[config.mk]
export PLATFORM = sky130hd
export DESIGN_NAME = uart_tx_mmio_flat
export DESIGN_NICKNAME = d
export VERILOG_FILES = /design/src/rtl/uart_pkg.sv /design/src/rtl/uart_tx_mmio_if.sv /design/src/rtl/uart_tx_fifo.sv /design/src/rtl/uart_tx_mmio.sv /design/src/flat_wrapper.sv
export SDC_FILE = /design/constraint.sdc
export NUM_CORES = 1
export LEC_CHECK = 0
export CAP_MARGIN = 20
export CORE_MARGIN = 10
export CORE_UTILIZATION = 51
export CTS_CLUSTER_DIAMETER = 80
export DETAILED_ROUTE_END_ITERATION = 16
export PLACE_DENSITY_LB_ADDON = 0.2
export SLEW_MARGIN = 5
export SYNTH_ARGS = -nofsm -noshare
export SYNTH_HDL_FRONTEND = slang
export SYNTH_SLANG_ARGS = --single-unit
[constraint.sdc]
create_clock -name clk -period 3.2 [get_ports clk]
set_input_delay 0.8 -clock clk [delete_from_list [all_inputs] [get_ports clk]]
set_output_delay 0.8 -clock clk [all_outputs]
set_load 0.02 [all_outputs]
[src/rtl/uart_pkg.sv]
// uart_pkg: shared types and helpers for the UART transmitter slice.
//   tx_state_t     - transmitter FSM states (PARITY is only reached when
//                    UART_TX_PARITY_EN is defined)
//   UART_DATA_BITS - payload bits per frame
//   clks_per_bit() - system clocks per line bit (integer divide)
package uart_pkg;

    typedef enum logic [2:0] {
        IDLE,
        START,
        DATA,
        PARITY,
        STOP
    } tx_state_t;

    localparam int unsigned UART_DATA_BITS = 8;

    function automatic int unsigned clks_per_bit(input int unsigned freq, input int unsigned baud);
        return freq / baud;
    endfunction

endpackage

[src/rtl/uart_tx_mmio_if.sv]
// uart_tx_mmio_if: MMIO store path and FIFO status of the UART transmitter.
//   mmio_wea   - store strobe, one byte pushed per high cycle
//   mmio_dat   - store data, only [7:0] used
//   fifo_full  - FIFO holds FIFO_DEPTH bytes
//   fifo_count - bytes queued, excluding the byte on the line
//   overflow   - one-cycle pulse when a store was dropped
// master: store issuer (core); slave: the transmitter.
interface uart_tx_mmio_if #(
    parameter int unsigned FIFO_DEPTH = 16
);
    logic                          mmio_wea;
    logic [31:0]                   mmio_dat;
    logic                          fifo_full;
    logic [$clog2(FIFO_DEPTH):0]   fifo_count;
    logic                          overflow;

    modport master (
        output mmio_wea,
        output mmio_dat,
        input  fifo_full,
        input  fifo_count,
        input  overflow
    );

    modport slave (
        input  mmio_wea,
        input  mmio_dat,
        output fifo_full,
        output fifo_count,
        output overflow
    );
endinterface

[src/rtl/uart_tx_fifo.sv]
// uart_tx_fifo: synchronous byte FIFO feeding the transmitter.
//   clk, Rst - clock, synchronous active-high reset (pointers and count cleared)
//   push/din - write din when not full (full evaluated on pre-edge state)
//   pop/dout - dout is combinational from the read pointer; pop advances it
//   full, empty, count - derived from the occupancy counter
// Pointers are $clog2(DEPTH) bits and wrap naturally; DEPTH must be a power of 2.
module uart_tx_fifo #(
    parameter int unsigned DEPTH = 16
) (
    input  logic                     clk,
    input  logic                     Rst,
    input  logic                     push,
    input  logic                     pop,
    input  logic [7:0]               din,
    output logic [7:0]               dout,
    output logic                     full,
    output logic                     empty,
    output logic [$clog2(DEPTH):0]   count
);
    localparam int unsigned AW = $clog2(DEPTH);
    localparam int unsigned CW = AW + 1;

    logic [7:0]    mem [DEPTH];
    logic [AW-1:0] wptr_q;
    logic [AW-1:0] rptr_q;
    logic [CW-1:0] count_q;
    logic          push_ok;
    logic          pop_ok;

    assign full    = (count_q == CW'(DEPTH));
    assign empty   = (count_q == '0);
    assign count   = count_q;
    assign dout    = mem[rptr_q];
    // A same-cycle pop never frees a slot for the push: both use pre-edge state.
    assign push_ok = push & ~full;
    assign pop_ok  = pop & ~empty;

    always_ff @(posedge clk) begin
        if (push_ok) begin
            mem[wptr_q] <= din;
        end
    end

    always_ff @(posedge clk) begin
        if (Rst) begin
            wptr_q  <= '0;
            rptr_q  <= '0;
            count_q <= '0;
        end else begin
            if (push_ok) begin
                wptr_q <= wptr_q + AW'(1);
            end
            if (pop_ok) begin
                rptr_q <= rptr_q + AW'(1);
            end
            if (push_ok && !pop_ok) begin
                count_q <= count_q + CW'(1);
            end else if (!push_ok && pop_ok) begin
                count_q <= count_q - CW'(1);
            end
        end
    end

endmodule

[src/rtl/uart_tx_mmio.sv]
// uart_tx_mmio: MMIO-fed UART transmitter, 8N1 LSB first.
//   clk  - system clock
//   Rst  - synchronous active-high reset; aborts any frame, discards the FIFO
//   bus  - uart_tx_mmio_if.slave: mmio_wea/mmio_dat in, fifo_full/fifo_count/overflow out
//   tx   - serial line, idle high, driven from a flop
//   busy - frame in progress or FIFO not empty
// Optional: define UART_TX_PARITY_EN to insert an even-parity bit between DATA and STOP.
module uart_tx_mmio
    import uart_pkg::*;
#(
    parameter int unsigned CLK_FREQ_HZ = 100_000_000,
    parameter int unsigned BAUD        = 9600,
    parameter int unsigned FIFO_DEPTH  = 16
) (
    input  logic               clk,
    input  logic               Rst,
    uart_tx_mmio_if.slave      bus,
    output logic               tx,
    output logic               busy
);
    localparam int unsigned CPB = clks_per_bit(CLK_FREQ_HZ, BAUD);
    localparam int unsigned BW  = (CPB > 2) ? $clog2(CPB) : 1;
    localparam logic [BW-1:0] BCNT_MAX = BW'(CPB - 1);
    localparam logic [2:0]    IDX_LAST = 3'(UART_DATA_BITS - 1);

    tx_state_t         state_q, state_d;
    logic [BW-1:0]     bcnt_q, bcnt_d;
    logic [2:0]        idx_q, idx_d;
    logic [7:0]        shreg_q, shreg_d;
    logic              tx_q, tx_d;
    logic              overflow_q;

    logic              pop;
    logic [7:0]        fifo_dout;
    logic              fifo_full;
    logic              fifo_empty;
    logic              bit_done;
    logic              unused_dat;

    assign unused_dat = ^bus.mmio_dat[31:8];

    uart_tx_fifo #(
        .DEPTH (FIFO_DEPTH)
    ) u_fifo (
        .clk   (clk),
        .Rst   (Rst),
        .push  (bus.mmio_wea),
        .pop   (pop),
        .din   (bus.mmio_dat[7:0]),
        .dout  (fifo_dout),
        .full  (fifo_full),
        .empty (fifo_empty),
        .count (bus.fifo_count)
    );

    assign bus.fifo_full = fifo_full;
    assign bus.overflow  = overflow_q;
    assign bit_done      = (bcnt_q == '0);

    // State register.
    always_ff @(posedge clk) begin
        if (Rst) begin
            state_q    <= IDLE;
            bcnt_q     <= '0;
            idx_q      <= '0;
            shreg_q    <= '0;
            tx_q       <= 1'b1;
            overflow_q <= 1'b0;
        end else begin
            state_q    <= state_d;
            bcnt_q     <= bcnt_d;
            idx_q      <= idx_d;
            shreg_q    <= shreg_d;
            tx_q       <= tx_d;
            overflow_q <= bus.mmio_wea & fifo_full;
        end
    end

    // Next-state logic.
    always_comb begin
        state_d = state_q;
        bcnt_d  = bcnt_q;
        idx_d   = idx_q;
        shreg_d = shreg_q;
        pop     = 1'b0;
        unique case (state_q)
            IDLE: begin
                if (!fifo_empty) begin
                    pop     = 1'b1;
                    shreg_d = fifo_dout;
                    bcnt_d  = BCNT_MAX;
                    state_d = START;
                end
            end
            START: begin
                if (bit_done) begin
                    idx_d   = '0;
                    bcnt_d  = BCNT_MAX;
                    state_d = DATA;
                end else begin
                    bcnt_d = bcnt_q - BW'(1);
                end
            end
            DATA: begin
                if (bit_done) begin
                    bcnt_d = BCNT_MAX;
                    if (idx_q == IDX_LAST) begin
`ifdef UART_TX_PARITY_EN
                        state_d = PARITY;
`else
                        state_d = STOP;
`endif
                    end else begin
                        idx_d = idx_q + 3'd1;
                    end
                end else begin
                    bcnt_d = bcnt_q - BW'(1);
                end
            end
            PARITY: begin
                if (bit_done) begin
                    bcnt_d  = BCNT_MAX;
                    state_d = STOP;
                end else begin
                    bcnt_d = bcnt_q - BW'(1);
                end
            end
            STOP: begin
                if (bit_done) begin
                    // Chain straight into the next start bit when more data is queued.
                    if (!fifo_empty) begin
                        pop     = 1'b1;
                        shreg_d = fifo_dout;
                        bcnt_d  = BCNT_MAX;
                        state_d = START;
                    end else begin
                        state_d = IDLE;
                    end
                end else begin
                    bcnt_d = bcnt_q - BW'(1);
                end
            end
            default: state_d = IDLE;
        endcase
    end

    // Output logic: tx is computed from the next state so the line changes on
    // the same edge as the state and comes straight out of a flop.
    always_comb begin
        tx_d = 1'b1;
        unique case (state_d)
            START:   tx_d = 1'b0;
            DATA:    tx_d = shreg_d[idx_d];
            PARITY:  tx_d = ^shreg_d;
            default: tx_d = 1'b1;
        endcase
    end

    assign tx   = tx_q;
    assign busy = (state_q != IDLE) | ~fifo_empty;

endmodule

[src/flat_wrapper.sv]
// flat-port wrapper written by rule: the top's interface ports become plain ports
module uart_tx_mmio_flat import uart_pkg::*;
#(
    parameter int unsigned CLK_FREQ_HZ = 100_000_000,
    parameter int unsigned BAUD        = 9600,
    parameter int unsigned FIFO_DEPTH  = 16
)
  (clk, Rst, tx, busy, bus_mmio_wea, bus_mmio_dat, bus_fifo_full, bus_fifo_count, bus_overflow);
  uart_tx_mmio_if #(.FIFO_DEPTH(FIFO_DEPTH)) bus_i ();
  input  logic clk;
  input  logic Rst;
  output logic tx;
  output logic busy;
  input wire logic [$bits(bus_i.mmio_wea)-1:0] bus_mmio_wea;
  input wire logic [$bits(bus_i.mmio_dat)-1:0] bus_mmio_dat;
  output wire logic [$bits(bus_i.fifo_full)-1:0] bus_fifo_full;
  output wire logic [$bits(bus_i.fifo_count)-1:0] bus_fifo_count;
  output wire logic [$bits(bus_i.overflow)-1:0] bus_overflow;
  assign bus_i.mmio_wea = bus_mmio_wea;
  assign bus_i.mmio_dat = bus_mmio_dat;
  assign bus_fifo_full = bus_i.fifo_full;
  assign bus_fifo_count = bus_i.fifo_count;
  assign bus_overflow = bus_i.overflow;
  uart_tx_mmio #(.CLK_FREQ_HZ(CLK_FREQ_HZ), .BAUD(BAUD), .FIFO_DEPTH(FIFO_DEPTH)) u_core (.clk(clk), .Rst(Rst), .bus(bus_i), .tx(tx), .busy(busy));
endmodule
* After elaboration in Yosys (flattened, before gate mapping)
Memories as Yosys holds them, arrays and structs flattened. A register that Yosys moved wholly into a read port is not among the register bits. Index checks and enable logic that the tools add are counted.
Storage, ports and cells: register bits after elaboration 43, bits in latches 0, RAM bits 128, memory bits (read-only) 0, input bits 35, output and inout bits 9, word-level logic and storage cells 75, memories kept 1
Memory list:
- u_core.u_fifo.mem | words 16, bits a word 8, rd ports 1, clocked after Yosys merged registers in 1, wr ports 1, line uart_tx_fifo.sv:23 | logic [7:0] mem [DEPTH];
Operators by class: add/sub/neg operators 6, multiply operators 0, div/mod/pow operators 0, $lt $le $gt $ge 1, equal/unequal tests 9, shift-type cells 0, multiplexer cells 31, bitwise logic cells 6, reduce and logical (&&, ||, !) cells 12
Operators by type and width (count):
- 2-to-1 mux 14 bit | 3
- one-hot mux 14 bit (3 select lines) | 1
- 2-to-1 mux 3 bit | 9
- 2-to-1 mux 8 bit | 2
- one-hot mux 8 bit (2 select lines) | 1
- one-hot mux 3 bit (5 select lines) | 1
- zero test 14 bit | 1
- subtractor 14 x 1 -> 14 bit (second input constant) | 1
- equality test 3 x 2 -> 1 bit (second input constant) | 4
- 2-to-1 mux 5 bit | 2
- adder 4 x 1 -> 4 bit (second input constant) | 2
- 2-to-1 mux 4 bit | 2
- XOR reduction 8 bit | 1
- equality test 3 x 1 -> 1 bit (second input constant) | 2
- equality test 3 bit (second input constant) | 2
- 2-to-1 mux 1 bit | 6
- one-hot mux 3 bit (2 select lines) | 1
- nonzero test 3 bit | 2
- adder 5 x 1 -> 5 bit (second input constant) | 1
- equality test 5 bit (second input constant) | 1
- zero test 5 bit | 1
- subtractor 5 x 1 -> 5 bit (second input constant) | 1
- < comparator 3 x 4 -> 1 bit (second input constant) | 1
- adder 3 x 1 -> 3 bit (second input constant) | 1
- other kinds (11) | 16

* Longest topological paths before layout
Gate-level depths: netlist of run 1.
depth after elaboration 8, mapped depth 15, gate-level depth less buffers 15

* Modules after synthesis
A second synthesis of run 1 with hierarchy kept.
Unflattened totals: cell total of the unflattened synthesis 532, area total of the unflattened synthesis 7517.2 um^2
By module, submodules not included:
- uart_tx_fifo | times used 1, cells each 309, area each 5715.5 um^2, sequential area each 4184.0 um^2
- uart_tx_mmio | times used 1, cells each 223, area each 1801.7 um^2, sequential area each 600.6 um^2

* Least setup slack after synthesis of run 1
Ideal clock, no wire load.
path type flip-flop to flip-flop, start register u_core.u_fifo.count_q[0], in the netlist u_core.u_fifo.count[0], end register u_core.u_fifo.count_q[4], in the netlist u_core.u_fifo.count[4], arrival time 2935 ps, data required time 3130 ps, setup slack 194 ps, cell stages (with the launch flop) 13, path buffers 0, clock period less this slack 3006 ps, path through dfxtp_1 > or4_4 > o21ai_4 > nor2_8 > inv_4 > ha_1 > inv_1 > fa_1 > a21o_1 > a21oi_1 > xnor2_1 > or3_1 > a21oi_1
Between the ends: word-level cells in the longest chain between the ends 8
RTL lines:
- start, declared | line uart_tx_fifo.sv:26 | logic [CW-1:0] count_q;
- start signal, assigned | line uart_tx_fifo.sv:57 | count_q <= count_q + CW'(1);
- start signal, assigned | line uart_tx_fifo.sv:59 | count_q <= count_q - CW'(1);
- zero test 5 bit | line uart_tx_fifo.sv:31 | assign empty = (count_q == '0);
- 2-to-1 mux 1 bit | line uart_tx_mmio.sv:88, uart_tx_mmio.sv:131
- 2-to-1 mux 1 bit | line uart_tx_mmio.sv:129 | if (bit_done) begin
- one-hot mux 1 bit (2 select lines) | line uart_tx_mmio.sv:86 | unique case (state_q)
- bitwise AND 1 bit | line uart_tx_fifo.sv:36 | assign pop_ok = pop & ~empty;
- zero test 1 bit | line uart_tx_fifo.sv:56 | if (push_ok && !pop_ok) begin
- logical AND 1 bit | line uart_tx_fifo.sv:56
- 2-to-1 mux 5 bit / nonzero test 2 bit (equally long branches)
Parallel ways exist; a longest one is shown, timed or not. The select of a mux whose other input is x is not followed. A chain may end at the register's enable or synchronous reset.

* Worst setup path in the final report of run 1
start register u_core.u_fifo.count_q[0], in the netlist u_core.u_fifo.count[0], end output port busy
Between the ends: word-level cells in the longest chain between the ends 3
RTL lines:
- zero test 5 bit | line uart_tx_fifo.sv:31
- NOT 1 bit | line uart_tx_mmio.sv:160 | assign busy = (state_q != IDLE) | ~fifo_empty;
- bitwise OR 1 bit | line uart_tx_mmio.sv:160
- end, declared | line flat_wrapper.sv:13 | output logic busy;
Every way passes these cells.

==> summary.txt, run 1 <==
===============================================================================================
Placed Cells                                                                                720
Area of the core                                                                     14500 um^2
Longest Clk Path Bufs                                                                         2
Die Span X                                                                               141 um
CTS Hold Buffers Added                                                                        0
Die Footprint                                                                        20000 um^2
Setup repair after global routing missed its margin                                       false
Ordered list of cells on the worst path                                            or4_4 -> nor2_1 -> nand2_1 -> clkdlybuf4s50_1
Std-Cell Rows                                                                                44
Class of the most critical hold timing path                                             reg2reg
GRT Overall Usage                                                                         15.9%
Worst Clk Skew                                                                       0.00820 ns
CP max stage delay                                                                      0.57 ns
Relative slew slack                                                                       54.9%
# setup viols final                                                                           0
Crit path max fanout                                                                          6
Nets in the synthesized netlist                                                             555
Storage element area                                                                  4790 um^2
Cell area after technology mapping                                                    7510 um^2
Number of ports placed on the die boundary                                                   44
Pin count of the biggest net entering global routing                                         45
Post-route fraction of the period consumed by the critical path                           96.2%
Total clock buffers created by CTS                                                           17
Count of antenna diodes in the layout                                                         0
Placer Congestion                                                                         0.836
Initial cell density of the core                                                          51.9%
Count of final max-slew check failures                                                        0
Dominant synthesized flop cell                                                     sky130_fd_sc_hd__edfxtp_1
Wire length reported by the detailed router                                             15.0 mm
Final instance count without filler cells                                                   753
Number of global-route vias before repair                                                  4431
Count of unique library cells instantiated by Yosys                                          66
Flop and latch count out of synthesis                                                       175
Kind of start point of the critical path                                               register
Clock tree from TritonCTS                                                                   yes
DRC Markers                                                                                   0
Antenna-violating nets left                                                                   0
Latest clock arrival within the worst-skew pair                                         0.43 ns
DR WL/cell                                                                              20.0 um
Gate family responsible for the most delay along the worst path                    simple AND/OR/NAND/NOR gates
Synth async-reset ratio                                                                      0%
Number of antenna violations at the first check in global routing                             0
Final-stage net count                                                                       603
Crit path max-delay cell type                                                      sky130_fd_sc_hd__or4_4
Count of clock tree sinks                                                                   175
Placed wire-length estimate after detailed placement                                    9.80 mm
Total global routing overflow                                                                 0
Number of synthesized flops with an enable pin                                              128
DR pass1 iterations                                                                           5
Count of fill cells added during filler insertion                                          1102
Number of instances in the synthesized netlist                                              508
Final hold violations                                                                         0
Count of buffering cells on the critical path with inverters included                         1
Via Count                                                                                  4372
Layout cell share with drive strength beyond 1                                            17.9%
Cell area power density                                                             874 nW/um^2
First-pass GRT wire length                                                              24.6 mm
DRT iter0 DRCs                                                                              332
Floorplan die height                                                                     141 um
Clock input transition at the sequential cells of the worst setup and hold paths        0.07 ns
Area added between synthesis and finish                                                   15.9%
CTS root buffer                                                                    sky130_fd_sc_hd__clkbuf_16
Critical Path AT                                                                        2.28 ns
Max Cap Violations                                                                            0
Avg Synthesized Cell Area                                                             14.8 um^2
Minimum period implied by the final worst setup slack                                   3.08 ns
Worst-margin pin slew                                                                  0.672 ns
Number of I/O port buffers                                                                   19
H-tree depth                                                                                  4
Share of the yosys chip area belonging to registers                                       63.7%
DR vias/cell                                                                               5.81
Fmax                                                                                    325 MHz
Area of the multi-input gates                                                         2560 um^2
Synthesis warning total                                                                       0
Result of the run                                                                  finished clean
Data required time at the worst endpoint                                                2.40 ns
Leak                                                                                    2.98 nW
Critical Setup Path Class                                                               reg2out
Type of element capturing the critical path                                          output pin
Peak supply drop                                                                     0.000515 V
Aggregate negative setup slack                                                             0 ns
===============================================================================================
## registers in the layout, indices dropped and copies added (netlist names), named ones only
name	count
u_core.bus.overflow	1
u_core.idx_q	3
u_core.bcnt_q	14
u_core.u_fifo.count	5
u_core.u_fifo.mem	128
u_core.u_fifo.rptr_q	4
u_core.u_fifo.wptr_q	4
u_core.tx	1
u_core.shreg_q	8
u_core.state_q	3
## cells in the mapped netlist, types with 3 or more instances
cell type,number,area [um^2]
sky130_fd_sc_hd__mux4_1,14,368
sky130_fd_sc_hd__ha_1,11,138
sky130_fd_sc_hd__clkbuf_1,10,37.5
sky130_fd_sc_hd__a211oi_1,10,75.1
sky130_fd_sc_hd__nand2b_1,4,25.0
sky130_fd_sc_hd__or4_1,3,22.5
sky130_fd_sc_hd__a21o_1,4,30.0
sky130_fd_sc_hd__nor2b_1,6,37.5
sky130_fd_sc_hd__and2_1,3,18.8
sky130_fd_sc_hd__nor3_1,9,45.0
sky130_fd_sc_hd__inv_1,9,33.8
sky130_fd_sc_hd__nor4_1,3,18.8
sky130_fd_sc_hd__o21ai_0,14,70.1
sky130_fd_sc_hd__xor2_1,10,87.6
sky130_fd_sc_hd__a22oi_1,13,97.6
sky130_fd_sc_hd__mux2i_1,7,70.1
sky130_fd_sc_hd__xnor2_1,10,87.6
sky130_fd_sc_hd__or3_1,5,31.3
sky130_fd_sc_hd__nand3_1,5,25.0
sky130_fd_sc_hd__dfxtp_1,47,941
sky130_fd_sc_hd__a21oi_2,4,35.0
sky130_fd_sc_hd__a21oi_1,20,100
sky130_fd_sc_hd__nand4_1,4,25.0
sky130_fd_sc_hd__edfxtp_1,128,3840
sky130_fd_sc_hd__a31oi_1,3,18.8
sky130_fd_sc_hd__buf_6,4,45.0
sky130_fd_sc_hd__mux4_2,18,405
sky130_fd_sc_hd__nor2_1,57,214
sky130_fd_sc_hd__nand2_1,29,109
## path summary, 6_finish.rpt
path	startpoint	to	slack (ns)	cells after the start
max	u_core.u_fifo.count[0]	busy	0.12	4
min reg2reg	u_core.shreg_q[1]	u_core.shreg_q[1]	0.50	2
max reg2reg	u_core.u_fifo.count[0]	u_core.u_fifo.count[4]	0.13	12
min	u_core.shreg_q[1]	u_core.shreg_q[1]	0.50	2
## cell usage in the layout (no fill, tap or decap), types with 10 or more instances in the layout
master / n
sky130_fd_sc_hd__edfxtp_1: 128
sky130_fd_sc_hd__nor2_1: 57
sky130_fd_sc_hd__dfxtp_1: 44
sky130_fd_sc_hd__nand2_1: 29
sky130_fd_sc_hd__buf_4: 28
sky130_fd_sc_hd__a21oi_1: 20
sky130_fd_sc_hd__clkdlybuf4s50_1: 19
sky130_fd_sc_hd__mux4_2: 18
sky130_fd_sc_hd__clkbuf_16: 17
sky130_fd_sc_hd__mux4_1: 14
sky130_fd_sc_hd__o21ai_0: 14
sky130_fd_sc_hd__a22oi_1: 13
sky130_fd_sc_hd__ha_1: 11
sky130_fd_sc_hd__xnor2_1: 10
sky130_fd_sc_hd__xor2_1: 10
sky130_fd_sc_hd__a211oi_1: 10
## what timing repair did
| item | 4_1_cts | 5_1_grt |
|---|---|---|
| setup buffers | 0 | 1 |
| resized for setup | 0 | 2 |
| endpoints found under the setup margin | 0 | 2 |
## metrics by stage
step | instance area [um^2] | setup slack [ns] | util (%) | hold WS [ns] | power, W
final | 8710 | 0.123 | 60.2 | 0.499 | 0.00761
after global routing | 8710 | 0.00133 | 60.2 | 0.529 | 0.00805
after CTS | 8700 | 0.0899 | 60.1 | 0.508 | 0.00765
after detailed placement | 8050 | 0.0877 | 55.6 | 0.491 | 0.00539
after global placement | 8050 | 0.138 | 55.6 | 0.483 | 0.00532
after floorplan | 7510 | 0.194 | - | 0.464 | 0.00475
## worst register-to-register path, stage by stage (launching register included)
cell and delay [ns]:
sky130_fd_sc_hd__dfxtp_2 0.36, sky130_fd_sc_hd__or4_4 0.57, sky130_fd_sc_hd__o21ai_4 0.24, sky130_fd_sc_hd__nor2_8 0.05
sky130_fd_sc_hd__inv_4 0.13, sky130_fd_sc_hd__ha_1 0.21, sky130_fd_sc_hd__inv_1 0.11, sky130_fd_sc_hd__fa_1 0.42
sky130_fd_sc_hd__a21o_1 0.19, sky130_fd_sc_hd__a21oi_1 0.20, sky130_fd_sc_hd__xnor2_1 0.09, sky130_fd_sc_hd__or3_1 0.30
sky130_fd_sc_hd__a21oi_1 0.14
## per-layer routing
metal  global-route usage, %  routed length, um  up-vias  share of wire [%]
met3                    3.91                720       20                4.8
li1                        -                  -     2074                  -
met5                       0                  0        -                  0
met1                    20.2               6460     2167                 43
met4                    6.02                300        0                2.0
met2                    25.8               7540      111                 50
## layout make-up
cell class	instances	area share, %
inverters	10	0.460
well taps	184	2.64
multi-input cells	303	29.4
repair buffers	49	5.06
flip-flops and latches	175	55.0
clock buffers	17	4.88
clock inverters	15	2.56
## where the power goes
part | internal, W | leakage [nW] | switching [W]
combinational | 0.00114 | 1.11 | 0.00139
clock | 0.00134 | 0.322 | 0.000910
sequential | 0.00265 | 1.54 | 0.000184
## kinds of logic (layout without fill, tap and decap cells)
logic type,Yosys count,count (layout),share of synthesized area [%]
DFF,175,175,63.7
and+or+nand+nor,141,141,9.46
AOI/OAI and AO/OA,86,86,8.11
muxes,43,43,12.0
buffers and inverters,30,91,2.23
xor gates and xnor gates,20,20,2.33
adders and majority gates,13,13,2.23
(Power assumes the default switching activity.)
==> run 2, diff against run 1 <==
CORE_MARGIN = 3   (was 10)
TNS_END_PERCENT = 10   (was not set)
==> run 2 against run 1 <==
  * Die area decreased by 19%
  * Non-clock buffer count unchanged
  * Clock skew about the same
  * Clock-buffer cell count increased by 4
  * Wire length decreased by 5.0%
  * Utilization increased by 0.38 points
  * Largest cell class unchanged
  * Sequential power about the same
  * Via count decreased by 0.41%
  * Flip-flop and latch count unchanged
==> summary.txt, run 2 (synthesis results as in run 1) <==
===============================================================================================
CTS root buffer                                                                    sky130_fd_sc_hd__clkbuf_16
DR vias/cell                                                                               5.81   +0.12%
Die Footprint                                                                        16200 um^2   -19%
Final instance count without filler cells                                                   749   -0.53%
Final hold violations                                                                         0   unchanged
Antenna-violating nets left                                                                   0   unchanged
Worst Clk Skew                                                                       0.00831 ns   +0.000114 ns
Largest registers                                                                  u_core.u_fifo.mem x128, u_core.bcnt_q x14, u_core.shreg_q x8
Fmax                                                                                    322 MHz   -0.92%
Register bank with the most flops                                                  u_core.u_fifo.mem
Most common cell after layout, fill and taps aside                                 sky130_fd_sc_hd__edfxtp_1
Via Count                                                                                  4354   -0.41%
Placer Congestion                                                                         0.795   -5.0%
Number of antenna violations at the first check in global routing                             0   unchanged
Setup repair after global routing missed its margin                                       false
Design Area, Final                                                                    8570 um^2   -1.7%
Critical Path AT                                                                        2.31 ns   +0.03 ns
Top library cells by usage in the layout, fill and taps aside                      sky130_fd_sc_hd__edfxtp_1, sky130_fd_sc_hd__nor2_1, sky130_fd_sc_hd__dfxtp_1, sky130_fd_sc_hd__nand2_1, sky130_fd_sc_hd__buf_4
Critical Setup Path Class                                                               reg2out
Minimum setup slack after placement                                                    0.119 ns   +0.0310 ns
Class of the most critical hold timing path                                             reg2reg
Relative slew slack                                                                       51.4%   -3.4 points
Register-to-register setup slack                                                        0.20 ns   +0.07 ns
Number of global-route vias before repair                                                  4310   -2.7%
H-tree depth                                                                                  4   unchanged
Post-route fraction of the period consumed by the critical path                           97.1%   +0.89 points
Total clock buffers created by CTS                                                           17   unchanged
Clock tree from TritonCTS                                                                   yes
Longest Clk Path Bufs                                                                         2   unchanged
DR WL/cell                                                                              19.1 um   -4.5%
Final-stage net count                                                                       603   unchanged
Std-Cell Rows                                                                                43   -2.3%
Core utilization of the finished layout                                                   60.5%   +0.38 points
Leak                                                                                    2.90 nW   -2.7%
DRC Markers                                                                                   0   unchanged
Latest clock arrival within the worst-skew pair                                         0.42 ns   about the same
Post-detailed-placement cell area                                                     8040 um^2   -0.12%
Aggregate negative setup slack                                                             0 ns   unchanged
Die Span X                                                                               127 um   -9.9%
Type of element capturing the critical path                                          output pin
Count of antenna diodes in the layout                                                         0   unchanged
Max Cap Violations                                                                            0   unchanged
Setup fix buffers added after clock tree synthesis                                            0   unchanged
GRT Overall Usage                                                                         18.9%   +3.0 points
Area of the core                                                                     14100 um^2   -2.3%
Area of the multi-input gates                                                         2560 um^2   unchanged
Cell area power density                                                             835 nW/um^2   -4.5%
Number of I/O port buffers                                                                   19   unchanged
DR pass1 iterations                                                                           4   -1
Data required time at the worst endpoint                                                2.40 ns   about the same
Storage element area                                                                  4790 um^2   about the same
Max reg flops                                                                               128   unchanged
Initial cell density of the core                                                          53.1%   +1.2 points
Kind of start point of the critical path                                               register
Layout cell share with drive strength beyond 1                                            16.7%   -1.2 points
Crit path max fanout                                                                          6   unchanged
Floorplan die height                                                                     127 um   -9.9%
Clock input transition at the sequential cells of the worst setup and hold paths        0.07 ns   about the same
Result of the run                                                                  finished clean
Count of fill cells added during filler insertion                                          1084   -1.6%
First-pass GRT wire length                                                              23.3 mm   -5.2%
Final worst setup slack                                                               0.0943 ns   -0.0286 ns
Count of final max-slew check failures                                                        0   unchanged
Count of clock tree sinks                                                                   175   unchanged
Placed wire-length estimate after detailed placement                                    9.58 mm   -2.2%
Area added between synthesis and finish                                                   14.0%
Total global routing overflow                                                                 0   unchanged
Peak supply drop                                                                     0.000418 V   -19%
Wire length reported by the detailed router                                             14.3 mm   -5.0%
Placed Cells                                                                                717   -0.42%
CTS Hold Buffers Added                                                                        0   unchanged
# setup viols final                                                                           0   unchanged
Pin count of the biggest net entering global routing                                         30   -33%
Worst-margin pin slew                                                                  0.724 ns   +0.0513 ns
Number of ports placed on the die boundary                                                   44   unchanged
Minimum period implied by the final worst setup slack                                   3.11 ns   +0.0286 ns
DRT iter0 DRCs                                                                              326   -1.8%
Post-CTS resize count                                                                         0   unchanged
===============================================================================================
==> run 2: final timing paths <==
kind,start,to,cells after the start
setup / recovery,u_core.u_fifo.count[0],busy,4
hold / removal,u_core.u_fifo.rptr_q[1],register,2
setup reg to reg,u_core.u_fifo.count[0],u_core.u_fifo.count[4],12
hold reg to reg,u_core.u_fifo.rptr_q[1],register,2
==> run 2: layout make-up <==
type,instances,area share (%)
Sequential cell,175,55.9
Multi-Input combinational cell,303,29.9
Clock buffer,21,5.14
Timing Repair Buffer,49,5.00
Tap cell,180,2.63
Clock inverter,11,0.979
Inverter,10,0.467
==> run 2: where the power goes <==
part,switching [W],total (W),internal [W]
combinational,0.00133,0.00247,0.00114
sequential,0.000181,0.00283,0.00265
clock,0.000853,0.00185,0.000999
==> run 2: through the flow <==
step | hold WS [ns] | total power [W]
after CTS | 0.498 | 0.00721
after global placement | 0.484 | 0.00529
final | 0.494 | 0.00715
after detailed placement | 0.498 | 0.00535
after global routing | 0.535 | 0.00761
after floorplan | 0.464 | 0.00475
==> run 2: worst max-delay path, cell delays in order (launching register included) <==
cell	delay, ns
sky130_fd_sc_hd__dfxtp_1	0.38
sky130_fd_sc_hd__or4_4	0.58
sky130_fd_sc_hd__nor2_1	0.28
sky130_fd_sc_hd__nand2_1	0.10
sky130_fd_sc_hd__clkdlybuf4s50_1	0.55
==> run 2: metal layers <==
metal / wire length (um) / global-route usage, % / up-vias
met5: 0 / 0 / -
met4: 259 / 6.94 / 0
met3: 627 / 4.14 / 22
met2: 7060 / 30.1 / 92
met1: 6330 / 26.0 / 2169
li1: - / - / 2071
